[src/rtl/rt_pkg.sv]
// rtl/rt_pkg.sv - shared ray/triangle types, Q16.16 constants and scheduler states
package rt_pkg;

   typedef logic [0:2][31:0] vec3_t;
   typedef vec3_t [0:2]      triangle_t;
   typedef vec3_t [0:1]      ray_t;

   localparam logic signed [31:0] FIP_ONE = 32'sh00010000;
   localparam logic signed [31:0] T_MAX   = 32'sh7FFFFFFF;

   typedef enum logic [1:0] {IDLE, FETCH, WAIT, DONE} state_t;

   // Distances are signed Q16.16, so the nearest hit is the signed minimum.
   function automatic logic t_closer(input logic [31:0] cand, input logic [31:0] best);
      return $signed(cand) < $signed(best);
   endfunction

endpackage

[src/rtl/closest_hit_tracker.sv]
// rtl/closest_hit_tracker.sv - clear/update register holding the nearest valid hit of a ray job
module closest_hit_tracker
   import rt_pkg::*;
#(
   parameter int CNT_W = 16
) (
   input  logic             i_clk,
   input  logic             i_rstn,
   input  logic             i_clear,
   input  logic             i_update,
   input  logic [CNT_W-1:0] i_idx,
   input  logic             i_hit,
   input  logic             i_invalid,
   input  logic [31:0]      i_t,
   input  logic [0:2][31:0] i_normal,
   output logic             o_hit,
   output logic [CNT_W-1:0] o_idx,
   output logic [31:0]      o_t,
   output logic [0:2][31:0] o_normal
);

   logic             hit_q, hit_d;
   logic [CNT_W-1:0] idx_q, idx_d;
   logic [31:0]      t_q, t_d;
   vec3_t            normal_q, normal_d;

   // Strict less-than keeps the earlier index on ties and never accepts T_MAX.
   always_comb begin
      hit_d    = hit_q;
      idx_d    = idx_q;
      t_d      = t_q;
      normal_d = normal_q;
      if (i_clear) begin
         hit_d    = 1'b0;
         idx_d    = '0;
         t_d      = T_MAX;
         normal_d = '0;
      end else if (i_update && i_hit && !i_invalid && t_closer(i_t, t_q)) begin
         hit_d    = 1'b1;
         idx_d    = i_idx;
         t_d      = i_t;
         normal_d = i_normal;
      end
   end

   always_ff @(posedge i_clk or negedge i_rstn) begin
      if (!i_rstn) begin
         hit_q    <= 1'b0;
         idx_q    <= '0;
         t_q      <= T_MAX;
         normal_q <= '0;
      end else begin
         hit_q    <= hit_d;
         idx_q    <= idx_d;
         t_q      <= t_d;
         normal_q <= normal_d;
      end
   end

   assign o_hit    = hit_q;
   assign o_idx    = idx_q;
   assign o_t      = t_q;
   assign o_normal = normal_q;

endmodule

[src/rtl/isect_scheduler.sv]
// rtl/isect_scheduler.sv - per-ray closest-hit sequencer over a triangle list
// Optional ISECT_STATS_EN adds o_tested_cnt / o_invalid_cnt job counters.
module isect_scheduler
   import rt_pkg::*;
#(
   parameter int ADDR_W    = 16,
   parameter int CNT_W     = 16,
   parameter int ISECT_LAT = 1
) (
   input  logic                  i_clk,
   input  logic                  i_rstn,
   input  logic                  i_start,
   input  logic [0:1][0:2][31:0] i_ray,
   input  logic [ADDR_W-1:0]     i_base_addr,
   input  logic [CNT_W-1:0]      i_tri_count,
   output logic                  o_busy,
   output logic                  o_mem_req,
   output logic [ADDR_W-1:0]     o_mem_addr,
   input  logic                  i_mem_ack,
   input  logic [0:2][0:2][31:0] i_mem_data,
   output logic [0:2][0:2][31:0] o_isect_tri,
   output logic [0:1][0:2][31:0] o_isect_ray,
   input  logic                  i_isect_hit,
   input  logic [31:0]           i_isect_t,
   input  logic [0:2][31:0]      i_isect_normal,
   input  logic                  i_isect_invalid,
   output logic                  o_valid,
   input  logic                  i_ready,
`ifdef ISECT_STATS_EN
   output logic [CNT_W-1:0]      o_tested_cnt,
   output logic [CNT_W-1:0]      o_invalid_cnt,
`endif
   output logic                  o_hit,
   output logic [CNT_W-1:0]      o_tri_idx,
   output logic [31:0]           o_t,
   output logic [0:2][31:0]      o_normal
);

   localparam int               LAT_W    = $clog2(ISECT_LAT + 1);
   localparam logic [LAT_W-1:0] LAT_LOAD = LAT_W'(ISECT_LAT);
   localparam logic [LAT_W-1:0] LAT_ONE  = LAT_W'(1);
   localparam logic [CNT_W-1:0] CNT_ONE  = CNT_W'(1);

   state_t            state_q, state_d;
   logic [ADDR_W-1:0] base_q, base_d;
   logic [CNT_W-1:0]  count_q, count_d;
   logic [CNT_W-1:0]  idx_q, idx_d;
   logic [LAT_W-1:0]  lat_q, lat_d;
   triangle_t         tri_q, tri_d;
   ray_t              ray_q, ray_d;
   logic              trk_clear;
   logic              trk_update;
   logic              last_tri;

   assign last_tri = (idx_q == count_q - CNT_ONE);

   always_comb begin
      state_d    = state_q;
      base_d     = base_q;
      count_d    = count_q;
      idx_d      = idx_q;
      lat_d      = lat_q;
      tri_d      = tri_q;
      ray_d      = ray_q;
      trk_clear  = 1'b0;
      trk_update = 1'b0;
      case (state_q)
         IDLE: begin
            if (i_start) begin
               ray_d     = i_ray;
               base_d    = i_base_addr;
               count_d   = i_tri_count;
               idx_d     = '0;
               trk_clear = 1'b1;
               state_d   = (i_tri_count == '0) ? DONE : FETCH;
            end
         end
         FETCH: begin
            if (i_mem_ack) begin
               tri_d   = i_mem_data;
               lat_d   = LAT_LOAD;
               state_d = WAIT;
            end
         end
         WAIT: begin
            // Counter sits at zero for one extra cycle: that cycle samples the datapath.
            if (lat_q == '0) begin
               trk_update = 1'b1;
               if (last_tri) begin
                  state_d = DONE;
               end else begin
                  idx_d   = idx_q + CNT_ONE;
                  state_d = FETCH;
               end
            end else begin
               lat_d = lat_q - LAT_ONE;
            end
         end
         DONE: begin
            if (i_ready) begin
               state_d = IDLE;
            end
         end
         default: state_d = IDLE;
      endcase
   end

   always_ff @(posedge i_clk or negedge i_rstn) begin
      if (!i_rstn) begin
         state_q <= IDLE;
         base_q  <= '0;
         count_q <= '0;
         idx_q   <= '0;
         lat_q   <= '0;
         tri_q   <= '0;
         ray_q   <= '0;
      end else begin
         state_q <= state_d;
         base_q  <= base_d;
         count_q <= count_d;
         idx_q   <= idx_d;
         lat_q   <= lat_d;
         tri_q   <= tri_d;
         ray_q   <= ray_d;
      end
   end

   assign o_busy      = (state_q != IDLE);
   assign o_mem_req   = (state_q == FETCH);
   assign o_valid     = (state_q == DONE);
   assign o_mem_addr  = base_q + ADDR_W'(idx_q);
   assign o_isect_tri = tri_q;
   assign o_isect_ray = ray_q;

   closest_hit_tracker #(
      .CNT_W (CNT_W)
   ) u_tracker (
      .i_clk     (i_clk),
      .i_rstn    (i_rstn),
      .i_clear   (trk_clear),
      .i_update  (trk_update),
      .i_idx     (idx_q),
      .i_hit     (i_isect_hit),
      .i_invalid (i_isect_invalid),
      .i_t       (i_isect_t),
      .i_normal  (i_isect_normal),
      .o_hit     (o_hit),
      .o_idx     (o_tri_idx),
      .o_t       (o_t),
      .o_normal  (o_normal)
   );

`ifdef ISECT_STATS_EN
   logic [CNT_W-1:0] tested_q, tested_d;
   logic [CNT_W-1:0] invalid_q, invalid_d;

   always_comb begin
      tested_d  = tested_q;
      invalid_d = invalid_q;
      if (trk_clear) begin
         tested_d  = '0;
         invalid_d = '0;
      end else if (trk_update) begin
         tested_d = tested_q + CNT_ONE;
         if (i_isect_invalid) begin
            invalid_d = invalid_q + CNT_ONE;
         end
      end
   end

   always_ff @(posedge i_clk or negedge i_rstn) begin
      if (!i_rstn) begin
         tested_q  <= '0;
         invalid_q <= '0;
      end else begin
         tested_q  <= tested_d;
         invalid_q <= invalid_d;
      end
   end

   assign o_tested_cnt  = tested_q;
   assign o_invalid_cnt = invalid_q;
`endif

endmodule

[config.mk]
export PLATFORM = sky130hd
export DESIGN_NAME = isect_scheduler
export DESIGN_NICKNAME = d
export VERILOG_FILES = /design/src/rtl/rt_pkg.sv /design/src/rtl/closest_hit_tracker.sv /design/src/rtl/isect_scheduler.sv
export SDC_FILE = /design/constraint.sdc
export NUM_CORES = 1
export LEC_CHECK = 0
export BUFFER_PORTS_ARGS = -buffer_cell sky130_fd_sc_hd__buf_2
export CAP_MARGIN = 0
export CORE_AREA = 2 2 502 504
export CTS_BUF_LIST = sky130_fd_sc_hd__clkbuf_4 sky130_fd_sc_hd__clkbuf_8
export CTS_CLUSTER_SIZE = 14
export DETAILED_ROUTE_END_ITERATION = 7
export DIE_AREA = 0 0 504 506
export HOLD_SLACK_MARGIN = 0.06
export PLACE_DENSITY = 0.39
export SYNTH_ARGS = -nofsm -noshare
export SYNTH_HDL_FRONTEND = slang
export SYNTH_SLANG_ARGS = --single-unit
[constraint.sdc]
create_clock -name i_clk -period 7 [get_ports i_clk]
set_clock_uncertainty 0.1 [all_clocks]
set_input_delay 1.4 -clock i_clk [delete_from_list [all_inputs] [get_ports i_clk]]
set_output_delay 1.4 -clock i_clk [all_outputs]
set_load 0.02 [all_outputs]
==> flow_summary.yaml, run 1 <==
status:
  run_status: "completed"
worst_setup_path:
  crit_required_ns: 5.50
  path_max_fanout: 6
  critical_path.startpoint_type: "flop"
  worstSetupPathType: "flop to output pin"
  data_arrival_critical_path_ns: 4.37
  crit_path_end_kind: "output pin"
clocking:
  cts_max_level: 4
  cts_hold_repair.buffers: 0
  clkSinkCount: 676
  cts_repair_resize_count: 0
  clock_path_buffers: 3
  cts_post_setup_buffers_inserted: 0
  insertion_delay_ns: 0.93
  cts_tree: "built"
  clkTransAtPathRegs_ns: 0.06
  clock-root-buffer: "clkbuf_8"
  cts_bufs_inserted: 146
floorplanning:
  row_count: 184
  die_h_um: 506
  fp.coreArea_um2: 250000
  die-area_um2: 255000
  start_util: 0.113
  die_width_um: 504
  io_pins: 1291
sta:
  post-route-period-util: 0.839
  worst-slew-pin-transition_ns: 1.14
  report.final.setup_viol: 0
  setup_total_negative_slack_ns: 0
  fin_hold_ws_ns: 0.366
  unrepaired_setup_endpoints_after_global_routing: "false"
  final_max_slew_viol_count: 0
  final.min_clock_period_ns: 5.87
  fmax_mhz: 170
  max-slew-margin-rel: 0.238
  hold_viol_final: 0
flow_run:
  maxCapViolCount: 0
global_route:
  grt_max_degree: 161
  number_of_antenna_violations_at_the_first_check_in_global_routing: 125
  first_global_vias: 25223
  gr-total-overflow: 0
  grt.total_usage: 0.132
  wire_length_of_the_first_global_routing_pass_um: 230000
synth:
  synth.net_count: 3239
  synth.top_cells.by_area: "dfrtp_1 57%, mux2_2 13%, nand2_1 11%, mux2i_1 4.4%, dfstp_2 2.9%"
  yosys_warnings: 0
  synth-main-ff-cell: "dfrtp_1"
  synth_enable_flop_cells: 0
  largest_area_contributor_in_the_netlist: "dfrtp_1"
  share_of_synthesized_area_occupied_by_flip_flops_and_latches: 0.599
  postSynthCellCount: 2543
  synth.ff_latch_count: 676
  async_flop_share: 1.00
  synthDominantCellAreaShare: 0.571
  mappedNetlistArea_um2: 28300
  synth.lib_cells_used.distinct: 59
  syn-mean-instance-area_um2: 11.1
pwr:
  max-vdd-ir-drop_uv: 251
  power_density_nw_per_um2: 470
  cellLeakagePower_nw: 22.0
hold_path:
  hold_path.class: "flop to flop"
drt:
  routed_wirelength_um: 174000
  total_via_count_in_the_routed_design: 24451
  detail_route.wl_per_cell_um: 23.5
  ant_nets: 0
  remaining_drc_errors: 0
  average_via_count_per_standard_cell: 3.32
  dr.first_iter.drc_count: 1090
  drtPass1Iterations: 5
finish:
  num-fill-cells: 28253
  finalNetCount: 4583
  drive_gt1_frac: 0.486
  syn2layout_area_growth_pct: 49.0
  postLayoutCellArea_um2: 42100
placed_design:
  place.port_buffers: 1290
  placedInstanceArea_um2: 38800
  gp_routability_congestion: 0.871
  place.detailed.hpwl_um: 143000
[Yosys cell counts (7+ instances only)]
cell type	n
a21o_1	10
a21oi_1	25
buf_2	15
clkbuf_1	101
dfrtp_1	645
dfstp_2	31
ha_1	48
inv_1	152
mux2_2	319
mux2i_1	123
nand2_1	847
nand3_1	11
nand4_1	11
nor2_1	30
nor2b_1	7
nor3_1	20
nor4_1	13
o21ai_0	22
or3_1	8
xnor2_1	27
xor2_1	8
[layer usage]
| layer | GRT usage | share of wire |
|---|---|---|
| met1 | 0.132 | 0.34 |
| met2 | 0.205 | 0.44 |
| met3 | 0.102 | 0.17 |
| met4 | 0.0557 | 0.044 |
| met5 | 0 | 0.0038 |
[where the power goes]
part	total [mW]	internal [mW]	switching [mW]
Sequential	6.46	5.49	0.968
Combinational	8.44	2.63	5.81
Clock	4.92	2.83	2.09
Total	19.8	10.9	8.87
[logic make-up (layout without fill, tap and decap cells)]
family,after synthesis,in the layout,share of synthesized area
AND/OR/NAND/NOR,979,979,0.140
multiplexers,442,442,0.171
AO/OA/AOI/OAI,86,86,0.0192
buffers and inverters,276,1730,0.0382
adder cells (fa/ha/maj),49,49,0.0219
flip-flops,676,676,0.599
other,0,24,0
XOR/XNOR,35,35,0.0108
[final cells by class]
cell class | count | area, µm² | share of cell area
antenna | 24 | 60.1 | 0.00143
clock inverter | 32 | 418 | 0.00992
sequential | 676 | 17000 | 0.402
inverter | 152 | 571 | 0.0135
multi-input combinational | 1591 | 10300 | 0.244
clock buffer | 226 | 2840 | 0.0674
timing repair buffer | 1320 | 6830 | 0.162
tap | 3348 | 4190 | 0.0994
[cell usage in the layout (no fill, tap or decap), types with 5 or more instances in the layout]
| master | Yosys | routed |
|---|---|---|
| buf_2 | 15 | 1289 |
| nand2_1 | 847 | 846 |
| dfrtp_1 | 645 | 645 |
| mux2_2 | 319 | 319 |
| clkbuf_8 | 0 | 183 |
| inv_1 | 152 | 152 |
| mux2i_1 | 123 | 123 |
| ha_1 | 48 | 48 |
| clkbuf_4 | 0 | 43 |
| dfstp_2 | 31 | 31 |
| nor2_1 | 30 | 30 |
| xnor2_1 | 27 | 27 |
| a21oi_1 | 25 | 25 |
| diode_2 | 0 | 24 |
| o21ai_0 | 22 | 22 |
| nor3_1 | 20 | 20 |
| buf_4 | 1 | 19 |
| clkinv_2 | 0 | 13 |
| nor4_1 | 13 | 12 |
| nand3_1 | 11 | 11 |
| nand4_1 | 11 | 11 |
| buf_12 | 0 | 11 |
| a21o_1 | 10 | 10 |
| xor2_1 | 8 | 8 |
| or3_1 | 8 | 8 |
| nor2b_1 | 7 | 6 |
| bufinv_16 | 0 | 6 |
| nand2b_1 | 6 | 5 |
| or2_2 | 5 | 5 |
| o21a_1 | 5 | 5 |
| o31ai_1 | 5 | 5 |
| inv_12 | 0 | 5 |
[path summary, 6_finish.rpt]
kind	start	end	slack (ns)	cells past startpoint
max in group asynchronous	i_rstn	o_isect_ray[65]	4.65	2
max reg2reg	u_tracker.o_t[29]	u_tracker.o_t[22]	3.08	11
min in group asynchronous	i_rstn	o_isect_tri[7]	0.47	1
min	o_isect_ray[9]	o_isect_ray[9]	0.37	2
min reg2reg	o_isect_ray[9]	o_isect_ray[9]	0.37	2
max	idx_q[0]	o_mem_addr[14]	1.13	12
[registers in the layout, indices dropped and copies added (netlist names)]
register / flops
o_isect_tri: 288
o_isect_ray: 192
u_tracker.o_normal: 96
u_tracker.o_t: 32
base_q: 16
count_q: 16
idx_q: 16
u_tracker.o_idx: 16
state_q: 2
lat_q: 1
u_tracker.o_hit: 1
[through the flow]
stage | setup slack (ns) | std cells | util | power [mW]
after detailed placement | 1.95 | 7087 | 0.155 | 15.2
after floorplan | 2.86 | 2543 | - | 10.8
after global routing | 0.690 | 7354 | 0.168 | 21.2
after global placement | 1.93 | 7087 | 0.155 | 15.2
final | 1.13 | 7369 | 0.169 | 19.8
after CTS | 1.02 | 7345 | 0.168 | 20.4
[critical path: stages, from the launching register on]
cell and delay, ns:
dfrtp_1 0.47, ha_1 0.24, inv_1 0.07, fa_1 0.40
nor2b_1 0.14, o21a_1 0.15, o21ai_0 0.11, a2111oi_0 0.92
o31ai_1 0.32, o21bai_1 0.19, a21oi_1 0.09, xnor2_1 0.16
buf_2 0.20
Note: power is estimated with default switching activity, not from simulation.
==> inputs of run 2 (changes only) <==
CORE_AREA = 2 2 507 509   (was 2 2 502 504)
DIE_AREA = 0 0 509 511   (was 0 0 504 506)
clock period = 6.1 ns   (was 7 ns; I/O delays follow)
==> flow_summary.yaml, run 2 (same netlist as run 1, synthesis figures left out) <==
status:
  run_status: "completed"
global_route:
  first_global_vias: 25879
  grt_max_degree: 124
  number_of_antenna_violations_at_the_first_check_in_global_routing: 116
  wire_length_of_the_first_global_routing_pass_um: 232000
  grt.total_usage: 0.132
  gr-total-overflow: 0
floorplanning:
  die-area_um2: 260000
  io_pins: 1291
  row_count: 186
  start_util: 0.111
  die_h_um: 511
  die_width_um: 509
  fp.coreArea_um2: 255000
drt:
  detail_route.wl_per_cell_um: 23.7
  total_via_count_in_the_routed_design: 24538
  drtPass1Iterations: 5
  dr.first_iter.drc_count: 1122
  average_via_count_per_standard_cell: 3.30
  ant_nets: 0
  routed_wirelength_um: 176000
  remaining_drc_errors: 0
worst_setup_path:
  critical_path.startpoint_type: "flop"
  worstSetupPathType: "flop to output pin"
  data_arrival_critical_path_ns: 4.01
  reg2reg_to: "idx_q[1]"
  crit_path_end_kind: "output pin"
  r2r_slack_ns: 2.41
  worstRegToRegCells: 10
  rr_startpoint: "count_q[0]"
  crit_required_ns: 4.78
  path_max_fanout: 6
sta:
  report.final.setup_viol: 0
  hold_viol_final: 0
  worst-slew-pin-transition_ns: 0.925
  post-route-period-util: 0.874
  final.min_clock_period_ns: 5.33
  final_max_slew_viol_count: 0
  fmax_mhz: 188
  unrepaired_setup_endpoints_after_global_routing: "false"
  max-slew-margin-rel: 0.384
  setup_total_negative_slack_ns: 0
  post-route-worst-setup-slack_ns: 0.771
flow_run:
  maxCapViolCount: 0
clocking:
  clkSinkCount: 676
  clkTransAtPathRegs_ns: 0.07
  clock_path_buffers: 3
  cts_bufs_inserted: 148
  insertion_delay_ns: 0.90
  cts_post_setup_buffers_inserted: 0
  cts_tree: "built"
  cts_max_level: 4
  clock-root-buffer: "clkbuf_8"
  cts_repair_resize_count: 0
  cts_hold_repair.buffers: 0
pwr:
  power_density_nw_per_um2: 543
  cellLeakagePower_nw: 22.1
  max-vdd-ir-drop_uv: 251
hold_path:
  hold_path.class: "primary input to asynchronous set/reset pin"
finish:
  most-common-layout-cells: "1289 x buf_2, 846 x nand2_1, 645 x dfrtp_1"
  area_of_the_multi_input_gates_um2: 10300
  drive_gt1_frac: 0.488
  register_area_um2: 17000
  finalNetCount: 4593
  largest_register_ffs: 288
  syn2layout_area_growth_pct: 49.8
  mostFrequentLayoutCell: "buf_2"
  num-fill-cells: 28879
placed_design:
  pre_cts_ws_ns: 1.71
  place.port_buffers: 1290
  gp_routability_congestion: 0.910
  place.detailed.hpwl_um: 146000
-- run 2: cell count changes in the layout (fill, tap and decap cells not counted) --
cell / previous run / this run
inv_12: 5 / 8
bufinv_16: 6 / 8
inv_6: 2 / 1
buf_4: 19 / 24
diode_2: 24 / 31
clkinv_2: 13 / 17
inv_8: 3 / 1
buf_12: 11 / 14
inv_16: 0 / 1
clkbuf_8: 183 / 178
clkbuf_4: 43 / 47
-- run 2: critical path: stages (launching register included) --
cell and delay (ns):
dfrtp_1 0.47, ha_1 0.24, inv_1 0.07, fa_1 0.40, nor2b_1 0.13, o21a_1 0.16
o21ai_0 0.11, a2111oi_0 0.67, o31ai_1 0.24, o21bai_1 0.17, a21oi_1 0.09, xnor2_1 0.17
buf_2 0.21
-- run 2: worst max path at each step --
| stage | from | end | slack (ns) | cells after the start |
|---|---|---|---|---|
| 2_1_floorplan | idx_q[0] | o_mem_addr[14] | 2.14 | 11 |
| 3_3_place_gp | idx_q[0] | o_mem_addr[14] | 1.68 | 12 |
| 3_5_place_dp | idx_q[0] | o_mem_addr[14] | 1.71 | 12 |
| 4_1_cts | idx_q[0] | o_mem_addr[14] | 0.59 | 12 |
| 5_1_grt | idx_q[0] | o_mem_addr[14] | 0.29 | 12 |
| 6_report | idx_q[0] | o_mem_addr[14] | 0.77 | 12 |
-- run 2: routing by layer --
layer,share of wire,up-vias,GRT usage
met4,0.024,68,0.0365
met1,0.35,11903,0.133
met5,0.0024,-,0
met2,0.46,1225,0.212
li1,-,11029,-
met3,0.17,313,0.0985
-- run 2: through the flow --
stage	util	total power, mW	cells	hold slack [ns]	area [µm²]
3_5_place_dp	0.153	17.6	7131	0.356	39000
3_3_place_gp	0.153	17.5	7131	0.354	39000
5_1_grt	0.166	24.7	7408	0.127	42300
4_1_cts	0.166	23.7	7395	0.0641	42300
6_report	0.166	23.0	7426	0.217	42400
2_1_floorplan	-	12.4	2543	0.352	28300
-- run 2: report_power, final --
group | internal (mW) | switching, mW | leakage, nW
Combinational | 3.04 | 6.74 | 12.0
Clock | 3.32 | 2.50 | 1.77
Sequential | 6.30 | 1.13 | 8.33
-- run 2: final cells by class --
type / instances / area share
sequential: 676 / 0.400
multi-input combinational: 1591 / 0.243
timing repair buffer: 1328 / 0.163
tap: 3384 / 0.0999
clock buffer: 225 / 0.0661
inverter: 152 / 0.0135
clock inverter: 39 / 0.0126
antenna: 31 / 0.00183
==> inputs of run 3 (changes only) <==
RECOVER_POWER = 25   (was default)
==> flow_summary.yaml, run 3 (same netlist as run 1, synthesis figures left out) <==
status:
  run_status: "finished with violations"
  failed_checks: "capacitance limit, slew limit"
drt:
  remaining_drc_errors: 0
  average_via_count_per_standard_cell: 3.30
  total_via_count_in_the_routed_design: 24535
  met1Wirelength_um: 61500
  dr.first_iter.drc_count: 1081
  drtPass1Iterations: 5
  route.met2.wl_um: 80800
  ant_nets: 0
  met3RoutedLength_um: 29300
  detail_route.wl_per_cell_um: 23.7
  routed_wirelength_um: 176000
  highest_layer: "met5"
sta:
  post-route-period-util: 0.874
  unrepaired_setup_endpoints_after_global_routing: "false"
  final_max_slew_viol_count: 65
  setup_total_negative_slack_ns: 0
  fin_hold_ws_ns: 0.364
  final.min_clock_period_ns: 5.33
  report.final.setup_viol: 0
  max-slew-margin-rel: -2.22
  worst-slew-pin-transition_ns: 4.83
  fmax_mhz: 188
  hold_viol_final: 0
pwr:
  cellLeakagePower_nw: 22.0
  pwr-share-clk: 0.253
  combPwrFrac: 0.424
  power.share.switching: 0.450
  post-layout-total-power_mw: 23.0
  internal_power_mw: 12.6
  power.net_switching_mw: 10.4
  power_density_nw_per_um2: 544
  seqPwrFrac: 0.323
  max-vdd-ir-drop_uv: 252
finish:
  drive_gt1_frac: 0.484
  largest_register_ffs: 288
  mostFrequentLayoutCell: "buf_2"
  most-common-layout-cells: "1290 x buf_2, 846 x nand2_1, 645 x dfrtp_1"
  syn2layout_area_growth_pct: 49.5
  finalNetCount: 4593
global_route:
  gr-total-overflow: 0
  grt_max_degree: 124
  first_global_vias: 25879
  wire_length_of_the_first_global_routing_pass_um: 232000
  grt.total_usage: 0.132
  number_of_antenna_violations_at_the_first_check_in_global_routing: 116
hold_path:
  hold_path.class: "flop to flop"
  hold_end: "o_isect_ray[2]"
  min-delay-start: "o_isect_ray[2]"
  min_path_cells: 2
clocking:
  clock-root-buffer: "clkbuf_8"
  cts_post_setup_buffers_inserted: 0
  cts_max_level: 4
  clock_path_buffers: 3
  cts_tree: "built"
  clkTransAtPathRegs_ns: 0.06
  clkSinkCount: 676
  cts_repair_resize_count: 0
  insertion_delay_ns: 0.90
  cts_bufs_inserted: 148
  cts_hold_repair.buffers: 0
worst_setup_path:
  critPathSlowestCell: "a2111oi_0"
  crit_chain: "ha_1 -> inv_1 -> fa_1 -> nor2b_1 -> o21a_1 -> o21ai_0 -> a2111oi_0 -> o31ai_1 -> o21bai_1 -> a21oi_1 -> xnor2_1 -> buf_2"
  path_max_fanout: 6
  critical_path.startpoint_type: "flop"
  max_stage_delay_ns: 0.67
  r2r_slack_ns: 2.41
  reg2reg_to: "idx_q[1]"
  worstSetupPathType: "flop to output pin"
  data_arrival_critical_path_ns: 4.01
  rr_startpoint: "count_q[0]"
  crit_required_ns: 4.78
  worstRegToRegCells: 10
  crit_path_end_kind: "output pin"
floorplanning:
  start_util: 0.111
  fp.coreArea_um2: 255000
  row_count: 186
  die_width_um: 509
  die_h_um: 511
  die-area_um2: 260000
  io_pins: 1291
flow_run:
  maxCapViolCount: 1
placed_design:
  gp_routability_congestion: 0.910
  place.port_buffers: 1290
  place.detailed.hpwl_um: 146000
==> run 3: per-stage QoR <==
step	utilization	setup WS, ns	cell area (µm²)	instances
2_1_floorplan	-	2.14	28300	2543
3_3_place_gp	0.153	1.68	39000	7131
3_5_place_dp	0.153	1.71	39000	7131
4_1_cts	0.166	0.586	42300	7395
5_1_grt	0.165	0.184	42200	7408
6_report	0.166	0.770	42300	7428
==> run 3: final cells by class <==
class                      count  area, µm²
tap                         3384       4230
timing repair buffer        1328       6840
clock inverter                39        536
antenna                       33       82.6
fill                       28892     213000
multi-input combinational   1591      10300
sequential                   676      17000
clock buffer                 225       2800
inverter                     152        571
==> run 3: worst max-delay path, delay by kind of cell, from the launching register on <==
family | cells | cell delay [ns]
AO/OA/AOI/OAI | 6 | 1.44
AND/OR/NAND/NOR | 1 | 0.13
flip-flops | 1 | 0.47
adder cells (fa/ha/maj) | 2 | 0.64
buffers and inverters | 2 | 0.28
XOR/XNOR | 1 | 0.17
==> run 3: layer usage <==
metal  track usage  vias to the layer above
met2         0.212                     1231
li1              -                    11038
met5             0                        -
met1         0.133                    11878
met3        0.0985                      320
met4        0.0365                       68
==> run 3: power by group through the flow <==
| stage | clock, mW | sequential, mW | combinational, mW |
|---|---|---|---|
| floorplan | 0 | 9.31 | 3.05 |
| global placement | 0 | 7.42 | 10.1 |
| detailed placement | 0 | 7.45 | 10.2 |
| CTS | 6.14 | 7.42 | 10.2 |
| global route | 6.33 | 7.66 | 10.7 |
| finish | 5.82 | 7.42 | 9.76 |
==> run 3: worst max path at each step <==
stage / slack (ns) / cells after the start / endpoint / start
3_5_place_dp: 1.71 / 12 / o_mem_addr[14] / idx_q[0]
3_3_place_gp: 1.68 / 12 / o_mem_addr[14] / idx_q[0]
6_report: 0.77 / 12 / o_mem_addr[14] / idx_q[0]
2_1_floorplan: 2.14 / 11 / o_mem_addr[14] / idx_q[0]
5_1_grt: 0.18 / 3 / o_isect_tri[274] / i_rstn
4_1_cts: 0.59 / 12 / o_mem_addr[14] / idx_q[0]
